$ cat src/rtl/chan_mux_demux_pkg.sv
// Shared types and helpers for the channel mux/demux slice.
package chan_mux_demux_pkg;

  typedef enum logic {
    MODE_FIXED = 1'b0,
    MODE_RR    = 1'b1
  } mux_mode_e;

  // Index width for n channels; never zero so a 1-bit select always exists.
  function automatic int clog2_min1(input int n);
    int r;
    r = $clog2(n);
    return (r < 1) ? 1 : r;
  endfunction

endpackage

$ cat src/rtl/chan_mux_demux_if.sv
// Handshake bundle for chan_mux_demux: slave is the block's view, master the environment's.
interface chan_mux_demux_if #(
  parameter int NCH = 4,
  parameter int DW  = 8
);
  import chan_mux_demux_pkg::*;

  localparam int SELW = clog2_min1(NCH);

  logic                mux_mode;
  logic [SELW-1:0]     mux_sel;
  logic [NCH-1:0]      mux_in_valid;
  logic [NCH*DW-1:0]   mux_in_data;
  logic [NCH-1:0]      mux_in_ready;
  logic                mux_out_valid;
  logic [DW-1:0]       mux_out_data;
  logic [SELW-1:0]     mux_out_ch;
  logic                mux_out_ready;

  logic                dmx_in_valid;
  logic [DW-1:0]       dmx_in_data;
  logic [SELW-1:0]     dmx_in_sel;
  logic                dmx_in_ready;
  logic [NCH-1:0]      dmx_out_valid;
  logic [DW-1:0]       dmx_out_data;
  logic [NCH-1:0]      dmx_out_ready;
  logic                dmx_err;

  modport slave (
    input  mux_mode, mux_sel, mux_in_valid, mux_in_data, mux_out_ready,
    output mux_in_ready, mux_out_valid, mux_out_data, mux_out_ch,
    input  dmx_in_valid, dmx_in_data, dmx_in_sel, dmx_out_ready,
    output dmx_in_ready, dmx_out_valid, dmx_out_data, dmx_err
  );

  modport master (
    output mux_mode, mux_sel, mux_in_valid, mux_in_data, mux_out_ready,
    input  mux_in_ready, mux_out_valid, mux_out_data, mux_out_ch,
    output dmx_in_valid, dmx_in_data, dmx_in_sel, dmx_out_ready,
    input  dmx_in_ready, dmx_out_valid, dmx_out_data, dmx_err
  );

endinterface

$ cat src/rtl/chan_mux_demux_rr_arbiter.sv
// Round-robin arbiter: first requester searching upward from ptr+1, modulo NCH.
module cmd_rr_arbiter
  import chan_mux_demux_pkg::*;
#(
  parameter int NCH = 4,
  localparam int SELW = clog2_min1(NCH)
) (
  input  logic [NCH-1:0]  req,
  input  logic [SELW-1:0] ptr,
  output logic [SELW-1:0] gnt_idx,
  output logic            gnt_vld
);

  // Scan from farthest to nearest so the nearest requester after ptr wins.
  always_comb begin
    int idx;
    gnt_vld = 1'b0;
    gnt_idx = {SELW{1'b0}};
    idx     = 0;
    for (int k = NCH; k >= 1; k--) begin
      idx     = (int'(ptr) + k) % NCH;
      gnt_vld = req[idx] ? 1'b1 : gnt_vld;
      gnt_idx = req[idx] ? SELW'(idx) : gnt_idx;
    end
  end

endmodule

$ cat src/rtl/chan_mux_demux.sv
// Registered NCH:1 mux and 1:NCH demux with valid/ready handshakes.
// Optional round-robin mux arbitration is built under CHAN_MUX_DEMUX_RR_EN.
module chan_mux_demux
  import chan_mux_demux_pkg::*;
#(
  parameter int NCH = 4,
  parameter int DW  = 8
) (
  input  logic            clk,
  input  logic            rst,
  chan_mux_demux_if.slave bus
);

  localparam int              SELW  = clog2_min1(NCH);
  localparam logic [SELW:0]   NCH_L = (SELW+1)'(NCH);
  localparam logic [NCH-1:0]  ONE_L = {{(NCH-1){1'b0}}, 1'b1};

  logic            mux_out_valid_q, mux_out_valid_d;
  logic [DW-1:0]   mux_out_data_q, mux_out_data_d;
  logic [SELW-1:0] mux_out_ch_q, mux_out_ch_d;
  logic            load_s, xfer_s, fix_vld_s, gnt_vld_s, sel_valid_s;
  logic [SELW-1:0] gnt_idx_s;
  logic [DW-1:0]   sel_data_s;
  logic [NCH-1:0]  mux_in_ready_s;

  assign fix_vld_s = ({1'b0, bus.mux_sel} < NCH_L);

`ifdef CHAN_MUX_DEMUX_RR_EN
  logic [SELW-1:0] rr_ptr_q, rr_ptr_d, arb_idx_s;
  logic            arb_vld_s;

  cmd_rr_arbiter #(.NCH(NCH)) u_arb (
    .req     (bus.mux_in_valid),
    .ptr     (rr_ptr_q),
    .gnt_idx (arb_idx_s),
    .gnt_vld (arb_vld_s)
  );

  // Grant source: arbiter in round-robin mode, mux_sel otherwise.
  always_comb begin
    if (bus.mux_mode == MODE_RR) begin
      gnt_vld_s = arb_vld_s;
      gnt_idx_s = arb_idx_s;
    end else begin
      gnt_vld_s = fix_vld_s;
      gnt_idx_s = bus.mux_sel;
    end
  end

  // Pointer follows the last transferred channel.
  always_comb begin
    rr_ptr_d = xfer_s ? gnt_idx_s : rr_ptr_q;
  end

  // Round-robin pointer register.
  always_ff @(posedge clk or posedge rst) begin
    if (rst) begin
      rr_ptr_q <= SELW'(NCH - 1);
    end else begin
      rr_ptr_q <= rr_ptr_d;
    end
  end
`else
  logic unused_mode_s;
  assign unused_mode_s = bus.mux_mode;
  assign gnt_vld_s     = fix_vld_s;
  assign gnt_idx_s     = bus.mux_sel;
`endif

  // Pick the granted channel's valid/data and build the per-channel ready.
  always_comb begin
    sel_valid_s    = 1'b0;
    sel_data_s     = {DW{1'b0}};
    mux_in_ready_s = {NCH{1'b0}};
    for (int i = 0; i < NCH; i++) begin
      sel_valid_s       = (gnt_idx_s == SELW'(i)) ? bus.mux_in_valid[i] : sel_valid_s;
      sel_data_s        = (gnt_idx_s == SELW'(i)) ? bus.mux_in_data[i*DW +: DW] : sel_data_s;
      mux_in_ready_s[i] = load_s && gnt_vld_s && (gnt_idx_s == SELW'(i));
    end
  end

  assign load_s = !mux_out_valid_q || bus.mux_out_ready;
  assign xfer_s = load_s && gnt_vld_s && sel_valid_s;

  // Mux output register next state; a stalled beat is never touched.
  always_comb begin
    mux_out_valid_d = mux_out_valid_q;
    mux_out_data_d  = mux_out_data_q;
    mux_out_ch_d    = mux_out_ch_q;
    if (load_s) begin
      mux_out_valid_d = xfer_s;
      if (xfer_s) begin
        mux_out_data_d = sel_data_s;
        mux_out_ch_d   = gnt_idx_s;
      end else begin
        mux_out_data_d = mux_out_data_q;
        mux_out_ch_d   = mux_out_ch_q;
      end
    end else begin
      mux_out_valid_d = mux_out_valid_q;
    end
  end

  // Mux output register.
  always_ff @(posedge clk or posedge rst) begin
    if (rst) begin
      mux_out_valid_q <= 1'b0;
      mux_out_data_q  <= {DW{1'b0}};
      mux_out_ch_q    <= {SELW{1'b0}};
    end else begin
      mux_out_valid_q <= mux_out_valid_d;
      mux_out_data_q  <= mux_out_data_d;
      mux_out_ch_q    <= mux_out_ch_d;
    end
  end

  logic [NCH-1:0]  dmx_out_valid_q, dmx_out_valid_d;
  logic [DW-1:0]   dmx_out_data_q, dmx_out_data_d;
  logic [SELW-1:0] held_ch_q, held_ch_d;
  logic            dmx_err_q, dmx_err_d;
  logic            held_rdy_s, dmx_in_ready_s, accept_s, in_range_s;

  // Only the held channel's ready can release the demux register.
  always_comb begin
    held_rdy_s = 1'b0;
    for (int i = 0; i < NCH; i++) begin
      held_rdy_s = (held_ch_q == SELW'(i)) ? bus.dmx_out_ready[i] : held_rdy_s;
    end
  end

  assign dmx_in_ready_s = !(|dmx_out_valid_q) || held_rdy_s;
  assign accept_s       = bus.dmx_in_valid && dmx_in_ready_s;
  assign in_range_s     = ({1'b0, bus.dmx_in_sel} < NCH_L);

  // Demux next state; out-of-range beats are consumed and only flag dmx_err.
  always_comb begin
    dmx_out_valid_d = dmx_out_valid_q;
    dmx_out_data_d  = dmx_out_data_q;
    held_ch_d       = held_ch_q;
    dmx_err_d       = dmx_err_q || (accept_s && !in_range_s);
    if (dmx_in_ready_s) begin
      if (accept_s && in_range_s) begin
        dmx_out_valid_d = ONE_L << bus.dmx_in_sel;
        dmx_out_data_d  = bus.dmx_in_data;
        held_ch_d       = bus.dmx_in_sel;
      end else begin
        dmx_out_valid_d = {NCH{1'b0}};
      end
    end else begin
      dmx_out_valid_d = dmx_out_valid_q;
    end
  end

  // Demux output register and sticky error.
  always_ff @(posedge clk or posedge rst) begin
    if (rst) begin
      dmx_out_valid_q <= {NCH{1'b0}};
      dmx_out_data_q  <= {DW{1'b0}};
      held_ch_q       <= {SELW{1'b0}};
      dmx_err_q       <= 1'b0;
    end else begin
      dmx_out_valid_q <= dmx_out_valid_d;
      dmx_out_data_q  <= dmx_out_data_d;
      held_ch_q       <= held_ch_d;
      dmx_err_q       <= dmx_err_d;
    end
  end

  assign bus.mux_in_ready  = mux_in_ready_s;
  assign bus.mux_out_valid = mux_out_valid_q;
  assign bus.mux_out_data  = mux_out_data_q;
  assign bus.mux_out_ch    = mux_out_ch_q;
  assign bus.dmx_in_ready  = dmx_in_ready_s;
  assign bus.dmx_out_valid = dmx_out_valid_q;
  assign bus.dmx_out_data  = dmx_out_data_q;
  assign bus.dmx_err       = dmx_err_q;

endmodule
$ cat src/flat_wrapper.sv
// flat-port wrapper written by rule: the top's interface ports become plain ports
module chan_mux_demux_flat import chan_mux_demux_pkg::*;
#(
  parameter int NCH = 4,
  parameter int DW  = 8
)
  (clk, rst, bus_mux_mode, bus_mux_sel, bus_mux_in_valid, bus_mux_in_data, bus_mux_out_ready, bus_mux_in_ready, bus_mux_out_valid, bus_mux_out_data, bus_mux_out_ch, bus_dmx_in_valid, bus_dmx_in_data, bus_dmx_in_sel, bus_dmx_out_ready, bus_dmx_in_ready, bus_dmx_out_valid, bus_dmx_out_data, bus_dmx_err);
  chan_mux_demux_if #(.NCH(NCH), .DW(DW)) bus_i ();
  input  logic clk;
  input  logic rst;
  input wire logic [$bits(bus_i.mux_mode)-1:0] bus_mux_mode;
  input wire logic [$bits(bus_i.mux_sel)-1:0] bus_mux_sel;
  input wire logic [$bits(bus_i.mux_in_valid)-1:0] bus_mux_in_valid;
  input wire logic [$bits(bus_i.mux_in_data)-1:0] bus_mux_in_data;
  input wire logic [$bits(bus_i.mux_out_ready)-1:0] bus_mux_out_ready;
  output wire logic [$bits(bus_i.mux_in_ready)-1:0] bus_mux_in_ready;
  output wire logic [$bits(bus_i.mux_out_valid)-1:0] bus_mux_out_valid;
  output wire logic [$bits(bus_i.mux_out_data)-1:0] bus_mux_out_data;
  output wire logic [$bits(bus_i.mux_out_ch)-1:0] bus_mux_out_ch;
  input wire logic [$bits(bus_i.dmx_in_valid)-1:0] bus_dmx_in_valid;
  input wire logic [$bits(bus_i.dmx_in_data)-1:0] bus_dmx_in_data;
  input wire logic [$bits(bus_i.dmx_in_sel)-1:0] bus_dmx_in_sel;
  input wire logic [$bits(bus_i.dmx_out_ready)-1:0] bus_dmx_out_ready;
  output wire logic [$bits(bus_i.dmx_in_ready)-1:0] bus_dmx_in_ready;
  output wire logic [$bits(bus_i.dmx_out_valid)-1:0] bus_dmx_out_valid;
  output wire logic [$bits(bus_i.dmx_out_data)-1:0] bus_dmx_out_data;
  output wire logic [$bits(bus_i.dmx_err)-1:0] bus_dmx_err;
  assign bus_i.mux_mode = bus_mux_mode;
  assign bus_i.mux_sel = bus_mux_sel;
  assign bus_i.mux_in_valid = bus_mux_in_valid;
  assign bus_i.mux_in_data = bus_mux_in_data;
  assign bus_i.mux_out_ready = bus_mux_out_ready;
  assign bus_mux_in_ready = bus_i.mux_in_ready;
  assign bus_mux_out_valid = bus_i.mux_out_valid;
  assign bus_mux_out_data = bus_i.mux_out_data;
  assign bus_mux_out_ch = bus_i.mux_out_ch;
  assign bus_i.dmx_in_valid = bus_dmx_in_valid;
  assign bus_i.dmx_in_data = bus_dmx_in_data;
  assign bus_i.dmx_in_sel = bus_dmx_in_sel;
  assign bus_i.dmx_out_ready = bus_dmx_out_ready;
  assign bus_dmx_in_ready = bus_i.dmx_in_ready;
  assign bus_dmx_out_valid = bus_i.dmx_out_valid;
  assign bus_dmx_out_data = bus_i.dmx_out_data;
  assign bus_dmx_err = bus_i.dmx_err;
  chan_mux_demux #(.NCH(NCH), .DW(DW)) u_core (.clk(clk), .rst(rst), .bus(bus_i));
endmodule
$ cat config.mk
export PLATFORM = sky130hd
export DESIGN_NAME = chan_mux_demux_flat
export DESIGN_NICKNAME = d
export VERILOG_FILES = /design/src/rtl/chan_mux_demux_pkg.sv /design/src/rtl/chan_mux_demux_if.sv /design/src/rtl/chan_mux_demux_rr_arbiter.sv /design/src/rtl/chan_mux_demux.sv /design/src/flat_wrapper.sv
export SDC_FILE = /design/constraint.sdc
export NUM_CORES = 1
export LEC_CHECK = 0
export CORE_MARGIN = 8
export CORE_UTILIZATION = 38
export CTS_BUF_LIST = sky130_fd_sc_hd__clkbuf_8 sky130_fd_sc_hd__clkbuf_16
export CTS_CLUSTER_SIZE = 10
export DETAILED_ROUTE_END_ITERATION = 8
export GPL_TIMING_DRIVEN = 0
export PLACE_DENSITY = 0.92
export SLEW_MARGIN = 20
export SYNTH_ARGS = -nofsm -noshare
export SYNTH_HDL_FRONTEND = slang
export SYNTH_SLANG_ARGS = --single-unit
$ cat constraint.sdc
create_clock -name clk -period 3.25 [get_ports clk]
set_input_delay 0.4875 -clock clk [delete_from_list [all_inputs] [get_ports clk]]
set_output_delay 0.4875 -clock clk [all_outputs]
set_load 0.005 [all_outputs]
Word-level counts from Yosys, hierarchy flattened --
Index checks and enable logic that the tools add are counted.
Word-level totals: bits in registers 25, input bits 57, word-level logic and storage cells 41
Cells by class: reductions and logical operators 15, equal/unequal tests 6, mux-type cells 13, shift-type cells 1
Operators with widths (count):
- $mux W8 | 4
- $eq A2 B2 Y1 const B | 4
- $mux W1 | 8
- $logic_and A1 B1 Y1 | 6
- $eq A2 B1 Y1 const B | 2
- $logic_not A2 Y1 | 2
- $mux W4 | 1
- $reduce_and A2 Y1 | 2
- $reduce_or A4 Y1 | 1
- $shl A1 B2 Y4 const A | 1
- $logic_not A1 Y1 | 2
- $logic_or A1 B1 Y1 | 2

Logic depth before layout (Yosys ltp) --
Gate-level depths: netlist (run 1).
depth in word-level cells 8, gate-level depth with buffers 4, depth with buffers taken out 3

Worst setup path before layout (run 1) --
No wires, ideal clock.
path type input port to flip-flop, start point in bus_dmx_out_ready[3], end point reg u_core.dmx_out_data_q[0] (netlist: u_core.bus.dmx_out_data[0]), cell stages on the path 4, data arrival time 1.661 ns, required time 3.125 ns, path buffers 1, setup slack 1.464 ns, setup time 0.125 ns, cell sequence mux4_2 o21ai_4 buf_12 mux2_4
Between the ends: word-level cells in the longest chain between the ends 4
Ends and longest elaborated chain:
- from (decl) | line flat_wrapper.sv:23 | input wire logic [$bits(bus_i.dmx_out_ready)-1:0] bus_dmx_out_ready;
- $mux W1 (*) | line chan_mux_demux.sv:127 | held_rdy_s = (held_ch_q == SELW'(i)) ? bus.dmx_out_ready[i] : held_rdy_s;
- $logic_or A1 B1 Y1 (*) | line chan_mux_demux.sv:131 | assign dmx_in_ready_s = !(|dmx_out_valid_q) || held_rdy_s;
- $logic_and A1 B1 Y1 | line chan_mux_demux.sv:132 | assign accept_s = bus.dmx_in_valid && dmx_in_ready_s;
- $reduce_and A2 Y1 (no line) (*)
- to (signal assigned) | line chan_mux_demux.sv:158 | dmx_out_data_q <= {DW{1'b0}};
- to (signal assigned) | line chan_mux_demux.sv:163 | dmx_out_data_q <= dmx_out_data_d;
- to (decl) | line chan_mux_demux.sv:118 | logic [DW-1:0] dmx_out_data_q, dmx_out_data_d;
Mark *: on every way between the ends. The rest lies on a longest branch, timed or not. A chain may end at the register's enable or synchronous reset.

Worst setup path after layout (run 1) --
start point in bus_dmx_out_ready[3], end point out bus_dmx_in_ready
Between the ends: word-level cells in the longest chain between the ends 2
Ends and longest elaborated chain:
- $mux W1 | line chan_mux_demux.sv:127
- $logic_or A1 B1 Y1 | line chan_mux_demux.sv:131
- to (decl) | line flat_wrapper.sv:24 | output wire logic [$bits(bus_i.dmx_in_ready)-1:0] bus_dmx_in_ready;
No other way between the ends.

==> flow_summary.rst, run 1 <==
.. list-table::
   :header-rows: 1

   * - Metric
     - Value
   * - Yosys top cell by area
     - dfrtp_1
   * - Most numerous cell types in the synthesized netlist
     - 25 x dfrtp_1, 10 x mux4_2, 8 x mux2_4
   * - Core Util, Final
     - 0.669
   * - Main combinational cell family by area after synthesis
     - multiplexers
   * - Placement Rows
     - 21
   * - Root Buffer
     - clkbuf_8
   * - CP most frequent cell
     - clkdlybuf4s50_1
   * - Final estimated routing congestion in global placement
     - about 0.68
   * - Clock buffer count from CTS
     - 3
   * - Initial antenna violation count
     - 0
   * - Final Max Tran Viols
     - 0
   * - First-pass GRT wire length
     - between 6 and 7 mm
   * - Distinct cell type count of the synthesized netlist
     - 21
   * - Placeable core region
     - approximately 0.0033 mm²
   * - Element type at the critical path end
     - output pin
   * - Type of element launching the critical path
     - primary input
   * - Result of the run
     - complete, no violations
   * - Highest ir drop seen on vdd
     - 253 µV
   * - Storage element area
     - about 630 µm²
   * - Via density per instance
     - between 4 and 5
   * - Reported max-cap violation count
     - 0
   * - Total routed wirelength
     - around 3.8 mm
   * - Chip Width
     - 74.7 µm
   * - Largest fanout on the critical path
     - 4
   * - Pin count of the biggest net entering global routing
     - 26
   * - Delay of the slowest cell on the worst path
     - 0.54 ns
   * - Post-Synth Simple-Gate Area
     - 0.0659
   * - Fill cell instance count of the final layout
     - around 240
   * - GRT Total Usage
     - 0.146
   * - Worst skew pair latency
     - ~0.26 ns
   * - Total via count after detailed routing
     - approximately 1,100
   * - Post-synthesis xor/xnor area fraction
     - 0
   * - Signal arrival time at the worst endpoint
     - between 2 and 2.5 ns
   * - Clock Pin Slew Worst Setup and Hold Paths
     - 0.08 ns
   * - Dominant synthesized flop cell
     - dfrtp_1
   * - Post-detailed-route DRC marker count
     - 0
   * - I/O Pins
     - 86
   * - Dominant cell by count in the synthesized netlist
     - dfrtp_1
   * - Post-synthesis instance area
     - between 0.001 and 0.0015 mm²
   * - FF+latch count, synth
     - 25
   * - Post-Place Cells
     - 213
   * - Vias in the first global route
     - roughly 1,300
   * - Total congestion overflow
     - 0
   * - Critical Path Slowest Stage Cell
     - mux4_2
   * - H-Tree Depth
     - 1
   * - Power density over cell area
     - between 500 and 600 mW/mm²
   * - Post-synthesis adder-cell area fraction
     - 0
   * - Non-filler instance count after layout
     - roughly 220
   * - Synth top area share
     - 0.478
   * - Y dimension of the die
     - between 70 and 80 µm
   * - Compound-cell area share of the yosys netlist
     - 0.0239
   * - Layout cell share with drive strength beyond 1
     - 0.205
   * - Seq/Total Area, Yosys
     - 0.478
   * - Initial Utilization
     - 0.393
   * - Total area of multi-input combinational cells
     - between 600 and 700 µm²
   * - Clock tree from TritonCTS
     - done
   * - WS Path Type
     - in2out
   * - List of cells traversed by the critical path
     - clkdlybuf4s50_1, mux4_2, nor2_1, inv_1, clkdlybuf4s50_1
   * - Cell count after synthesis
     - 85
   * - Largest cells by area after synthesis
     - dfrtp_1 48%, mux4_2 17%, mux2_4 9.2%
   * - Finish-stage setup viols
     - 0
   * - Number of enable-type register cells in the synthesized netlist
     - 0
   * - Syn Area/Cell
     - 15.4 µm²
   * - Ys async rst share
     - 1.00
   * - RSZ-0062 raised after global routing
     - false
   * - Synthesis-to-finish area growth
     - 70.5%
   * - Final period util
     - 0.826
   * - Post-route setup TNS
     - 0 ns
   * - Count of inserted antenna diode cells
     - 0
   * - Total nets after synthesis
     - roughly 140
   * - Count of synthesis-stage warnings from yosys
     - 0
   * - CTS Buffer Depth
     - 2
   * - Headroom to the max-slew limit
     - 0.388
   * - Detailed placement HPWL
     - around 3.3 mm
   * - Post-detailed-route wirelength per cell
     - between 15 and 20 µm
   * - First-pass iteration count of the detailed router
     - 2
   * - Number of nets in the finished design
     - 229
   * - Starting DRC count in detailed routing
     - 31
   * - Post-layout min period
     - 2.68 ns
   * - Share of cell area taken by muxes after synthesis
     - 0.384
   * - Highest attainable clock frequency
     - 373 MHz
   * - Path type of the worst min-delay path
     - reg2reg
   * - Antenna violation net count after detailed routing
     - 0
   * - Static leakage power
     - just over 0.9 nW
   * - Number of hold violations in the final report
     - 0
   * - CP required
     - 2.76 ns
   * - Worst Clk Skew
     - roughly 0.0035 ns
   * - Total die area
     - 0.00558 mm²
   * - Final worst setup slack
     - around 0.57 ns
   * - Post-CTS setup buffers
     - 0
   * - Number of buffers inserted for hold repair after clock tree synthesis
     - 0
   * - Number of I/O port buffers
     - between 80 and 90
   * - Slew at the pin closest to its max-slew limit
     - 0.916 ns
   * - CTS Sinks
     - 25
   * - Pre-CTS setup slack
     - approximately 0.56 ns
   * - Gates resized, CTS repair
     - 0
## placed cells by master (no fill, tap or decap), drive strengths merged
cell,Yosys,layout
inv,5,6
o32ai,1,1
and3,2,2
clkbuf,1,4
conb,1,1
nor3b,2,2
dfrtp,25,25
buf,4,4
o21ai,1,1
nor4,1,1
nand2,4,4
o22ai,1,1
nand2b,2,2
nor2,3,3
clkdlybuf4s50,0,82
mux4,10,10
mux2,22,22
## logic make-up after synthesis
group / after synthesis
muxes: 32
DFF: 25
and+or+nand+nor: 14
buffers and inverters: 10
AOI/OAI and AO/OA: 3
other: 1
## area by class of cell
cell class                 instances  share of cell area
clock inverter                     1             0.00168
sequential                        25               0.280
timing repair buffer              82               0.368
multi-input combinational         50               0.280
clock buffer                       3              0.0185
tap                               46              0.0258
buffer                             5              0.0185
inverter                           5             0.00840
## final timing paths
kind	end	slack, ns	start	depth (start not counted)
max	bus_dmx_in_ready	0.57	bus_dmx_out_ready[3]	5
max in group asynchronous	u_core.bus.dmx_out_data[0]	1.96	rst	2
max reg2reg	u_core.bus.dmx_out_data[1]	1.47	u_core.held_ch_q[0]	4
min reg2reg	u_core.bus.mux_out_ch[1]	0.50	u_core.bus.mux_out_ch[1]	1
min in group asynchronous	u_core.bus.mux_out_ch[1]	0.73	rst	2
min	u_core.bus.mux_out_ch[1]	0.50	u_core.bus.mux_out_ch[1]	1
## report_power, final
part | internal [mW] | switching [mW] | total (mW)
clock | 0.0842 | 0.0895 | 0.174
sequential | 0.411 | 0.0608 | 0.472
combinational | 0.388 | 0.179 | 0.567
## critical path, delay by kind of cell
| family | cells | cell delay, ns |
|---|---|---|
| buffers and inverters | 3 | 0.92 |
| muxes | 1 | 0.54 |
| and+or+nand+nor | 1 | 0.25 |
## registers in the layout (all words and copies together), names as in the netlist
register	flops
u_core.bus.dmx_out_valid	4
u_core.held_ch_q	2
u_core.bus.dmx_out_data	8
u_core.bus.mux_out_ch	2
u_core.bus.mux_out_data	8
u_core.bus.mux_out_valid	1
## through the flow
step | hold WS [ns] | power [mW] | area (µm²)
2_1_floorplan | 0.489 | 0.726 | 1310
3_3_place_gp | 0.475 | 1.03 | 2190
3_5_place_dp | 0.487 | 1.05 | 2190
4_1_cts | 0.506 | 1.23 | 2230
5_1_grt | 0.517 | 1.29 | 2230
6_report | 0.501 | 1.21 | 2230
## layer usage
metal	routed length, µm	share of wire	vias up	GRT usage
met2	1830	0.48	63	0.255
met1	1330	0.35	503	0.140
met3	601	0.16	2	0.0972
met5	0	0	-	0
li1	-	-	483	-
met4	23	0.0061	0	0.0326
(Power assumes the default switching activity.)
==> inputs of run 2 (changes only) <==
--- a/config.mk
+++ b/config.mk
@@ -6,12 +6,12 @@
 export NUM_CORES = 1
 export LEC_CHECK = 0
 export CORE_MARGIN = 8
-export CORE_UTILIZATION = 38
+export CORE_UTILIZATION = 36
 export CTS_BUF_LIST = sky130_fd_sc_hd__clkbuf_8 sky130_fd_sc_hd__clkbuf_16
 export CTS_CLUSTER_SIZE = 10
 export DETAILED_ROUTE_END_ITERATION = 8
 export GPL_TIMING_DRIVEN = 0
-export PLACE_DENSITY = 0.92
+export PLACE_DENSITY = 0.88
 export SLEW_MARGIN = 20
 export SYNTH_ARGS = -nofsm -noshare
 export SYNTH_HDL_FRONTEND = slang
==> constraint.sdc (replaced) <==
create_clock -name clk -period 2.7 [get_ports clk]
set_input_delay 0.405 -clock clk [delete_from_list [all_inputs] [get_ports clk]]
set_output_delay 0.405 -clock clk [all_outputs]
set_load 0.005 [all_outputs]
==> flow_summary.rst, run 2 (synthesis results as in run 1) <==
.. list-table::
   :header-rows: 1

   * - Metric
     - Value
   * - Result of the run
     - complete, no violations
   * - CTS Sinks
     - 25 (unchanged)
   * - Placed Area
     - 0.00219 mm² (+0.11%)
   * - Initial Utilization
     - 0.366 (-0.0265)
   * - Final period util
     - 0.937
   * - WS Path Type
     - in2out
   * - Clock Pin Slew Worst Setup and Hold Paths
     - 0.08 ns (about the same)
   * - First-pass iteration count of the detailed router
     - 3 (+1)
   * - Number of buffers inserted for hold repair after clock tree synthesis
     - 0 (unchanged)
   * - CTS Buffer Depth
     - 2 (unchanged)
   * - Highest attainable clock frequency
     - between 300 and 400 MHz
   * - Number of hold violations in the final report
     - 0 (unchanged)
   * - Total congestion overflow
     - 0 (unchanged)
   * - Finish-stage setup viols
     - 0 (unchanged)
   * - Worst skew pair latency
     - 0.25 ns (about the same)
   * - Post-layout min period
     - about 2.5 ns
   * - Largest fanout on the critical path
     - 10 (+6)
   * - CP required
     - 2.30 ns (-0.46 ns)
   * - First-pass GRT wire length
     - 6.11 mm (-1.6%)
   * - Y dimension of the die
     - 76.3 µm (+2.2%)
   * - Signal arrival time at the worst endpoint
     - 2.12 ns (-0.08 ns)
   * - Placement Rows
     - 22 (+4.8%)
   * - Path type of the worst min-delay path
     - reg2reg
   * - GRT Total Usage
     - 0.128 (-0.0183)
   * - Final estimated routing congestion in global placement
     - 0.714 (+5.4%)
   * - Starting DRC count in detailed routing
     - 16 (-48%)
   * - Count of inserted antenna diode cells
     - 0 (unchanged)
   * - Static leakage power
     - 0.926 nW (unchanged)
   * - Most common cell after layout, fill and taps aside
     - clkdlybuf4s50_1
   * - Chip Width
     - 76.3 µm (+2.2%)
   * - Post-route cell area
     - 0.00224 mm² (+0.11%)
   * - Most frequent cells in the layout
     - 82 x clkdlybuf4s50_1, 25 x dfrtp_1, 10 x mux4_2, 8 x mux2_4
   * - Worst Clk Skew
     - 0.00150 ns (-0.00196 ns)
   * - Clock buffer count from CTS
     - 3 (unchanged)
   * - Layout cell share with drive strength beyond 1
     - 0.205 (unchanged)
   * - Antenna violation net count after detailed routing
     - 0 (unchanged)
   * - Detailed placement HPWL
     - 3.19 mm (-3.2%)
   * - I/O Pins
     - 86 (unchanged)
   * - Power density over cell area
     - 648 mW/mm² (+19%)
   * - H-Tree Depth
     - 1 (unchanged)
   * - Post-detailed-route DRC marker count
     - 0 (unchanged)
   * - Element type at the critical path end
     - output pin
   * - Clock tree from TritonCTS
     - done
   * - Via density per instance
     - 4.79 (-1.2%)
   * - Highest ir drop seen on vdd
     - 222 µV (-12%)
   * - Gates resized, CTS repair
     - 0 (unchanged)
   * - Post-CTS setup buffers
     - 0 (unchanged)
   * - Vias in the first global route
     - 1,375 (+5.2%)
   * - Final Max Tran Viols
     - 0 (unchanged)
   * - Reported max-cap violation count
     - 0 (unchanged)
   * - Initial antenna violation count
     - 0 (unchanged)
   * - Type of element launching the critical path
     - primary input
   * - Post-route setup TNS
     - 0 ns (unchanged)
   * - Total routed wirelength
     - 3.62 mm (-4.6%)
   * - Total via count after detailed routing
     - 1,048 (-0.29%)
   * - Number of I/O port buffers
     - 82 (unchanged)
   * - RSZ-0062 raised after global routing
     - false
   * - Root Buffer
     - clkbuf_8
   * - Synthesis-to-finish area growth
     - 70.7%
   * - Slew at the pin closest to its max-slew limit
     - 0.916 ns (-0.0000141 ns)
   * - Post-layout power
     - 1.45 mW (+19%)
   * - Total die area
     - 0.00583 mm² (+4.4%)
   * - Pin count of the biggest net entering global routing
     - 26 (unchanged)
   * - Placeable core region
     - 0.00358 mm² (+7.2%)
   * - Post-detailed-route wirelength per cell
     - 16.5 µm (-5.4%)
   * - Headroom to the max-slew limit
     - 0.388 (about the same)
   * - Number of nets in the finished design
     - 229 (unchanged)
## run 2: cell counts in the layout (fill, tap and decap cells not counted)
Identical to the previous run, type by type.
## run 2: through the flow
| stage | util | cells | hold WS (ns) | setup slack (ns) |
|---|---|---|---|---|
| after floorplan | - | 85 | 0.432 | 0.997 |
| after global placement | 0.612 | 215 | 0.475 | 0.214 |
| after detailed placement | 0.612 | 215 | 0.491 | 0.166 |
| after CTS | 0.625 | 219 | 0.515 | 0.161 |
| after global routing | 0.625 | 219 | 0.524 | 0.0729 |
| final | 0.625 | 219 | 0.511 | 0.171 |
## run 2: final cells by class
cell class,count,area [µm²]
Fill cell,282,1340
Timing Repair Buffer,82,821
Sequential cell,25,626
Multi-Input combinational cell,50,624
Tap cell,48,60.1
Clock buffer,3,41.3
Buffer,5,41.3
Inverter,5,18.8
Clock inverter,1,3.75
## run 2: worst paths after layout
path / start / end / slack [ns] / cells past startpoint
max: bus_mux_sel[1] / bus_mux_in_ready[3] / 0.17 / 4
min: u_core.bus.mux_out_data[7] / u_core.bus.mux_out_data[7] / 0.51 / 1
max reg2reg: u_core.held_ch_q[0] / u_core.held_ch_q[1] / 0.93 / 4
min reg2reg: u_core.bus.mux_out_data[7] / u_core.bus.mux_out_data[7] / 0.51 / 1
max in group asynchronous: rst / u_core.bus.dmx_out_data[3] / 1.49 / 2
min in group asynchronous: rst / u_core.bus.mux_out_data[0] / 0.65 / 2
## run 2: metal layers
layer	wire length (µm)	track usage	vias to the layer above
met5	0	0	-
met4	80	0.0500	0
met3	493	0.0790	6
met2	1750	0.215	64
met1	1290	0.124	496
li1	-	-	482
## run 2: worst max-delay path, stage by stage
cell,delay [ns]
clkdlybuf4s50_1,0.60
clkbuf_1,0.38
and3_1,0.22
clkdlybuf4s50_1,0.51
## run 2: where the power goes
part	switching, mW	total [mW]	internal [mW]
combinational	0.207	0.673	0.466
clock	0.102	0.204	0.101
sequential	0.0769	0.572	0.495
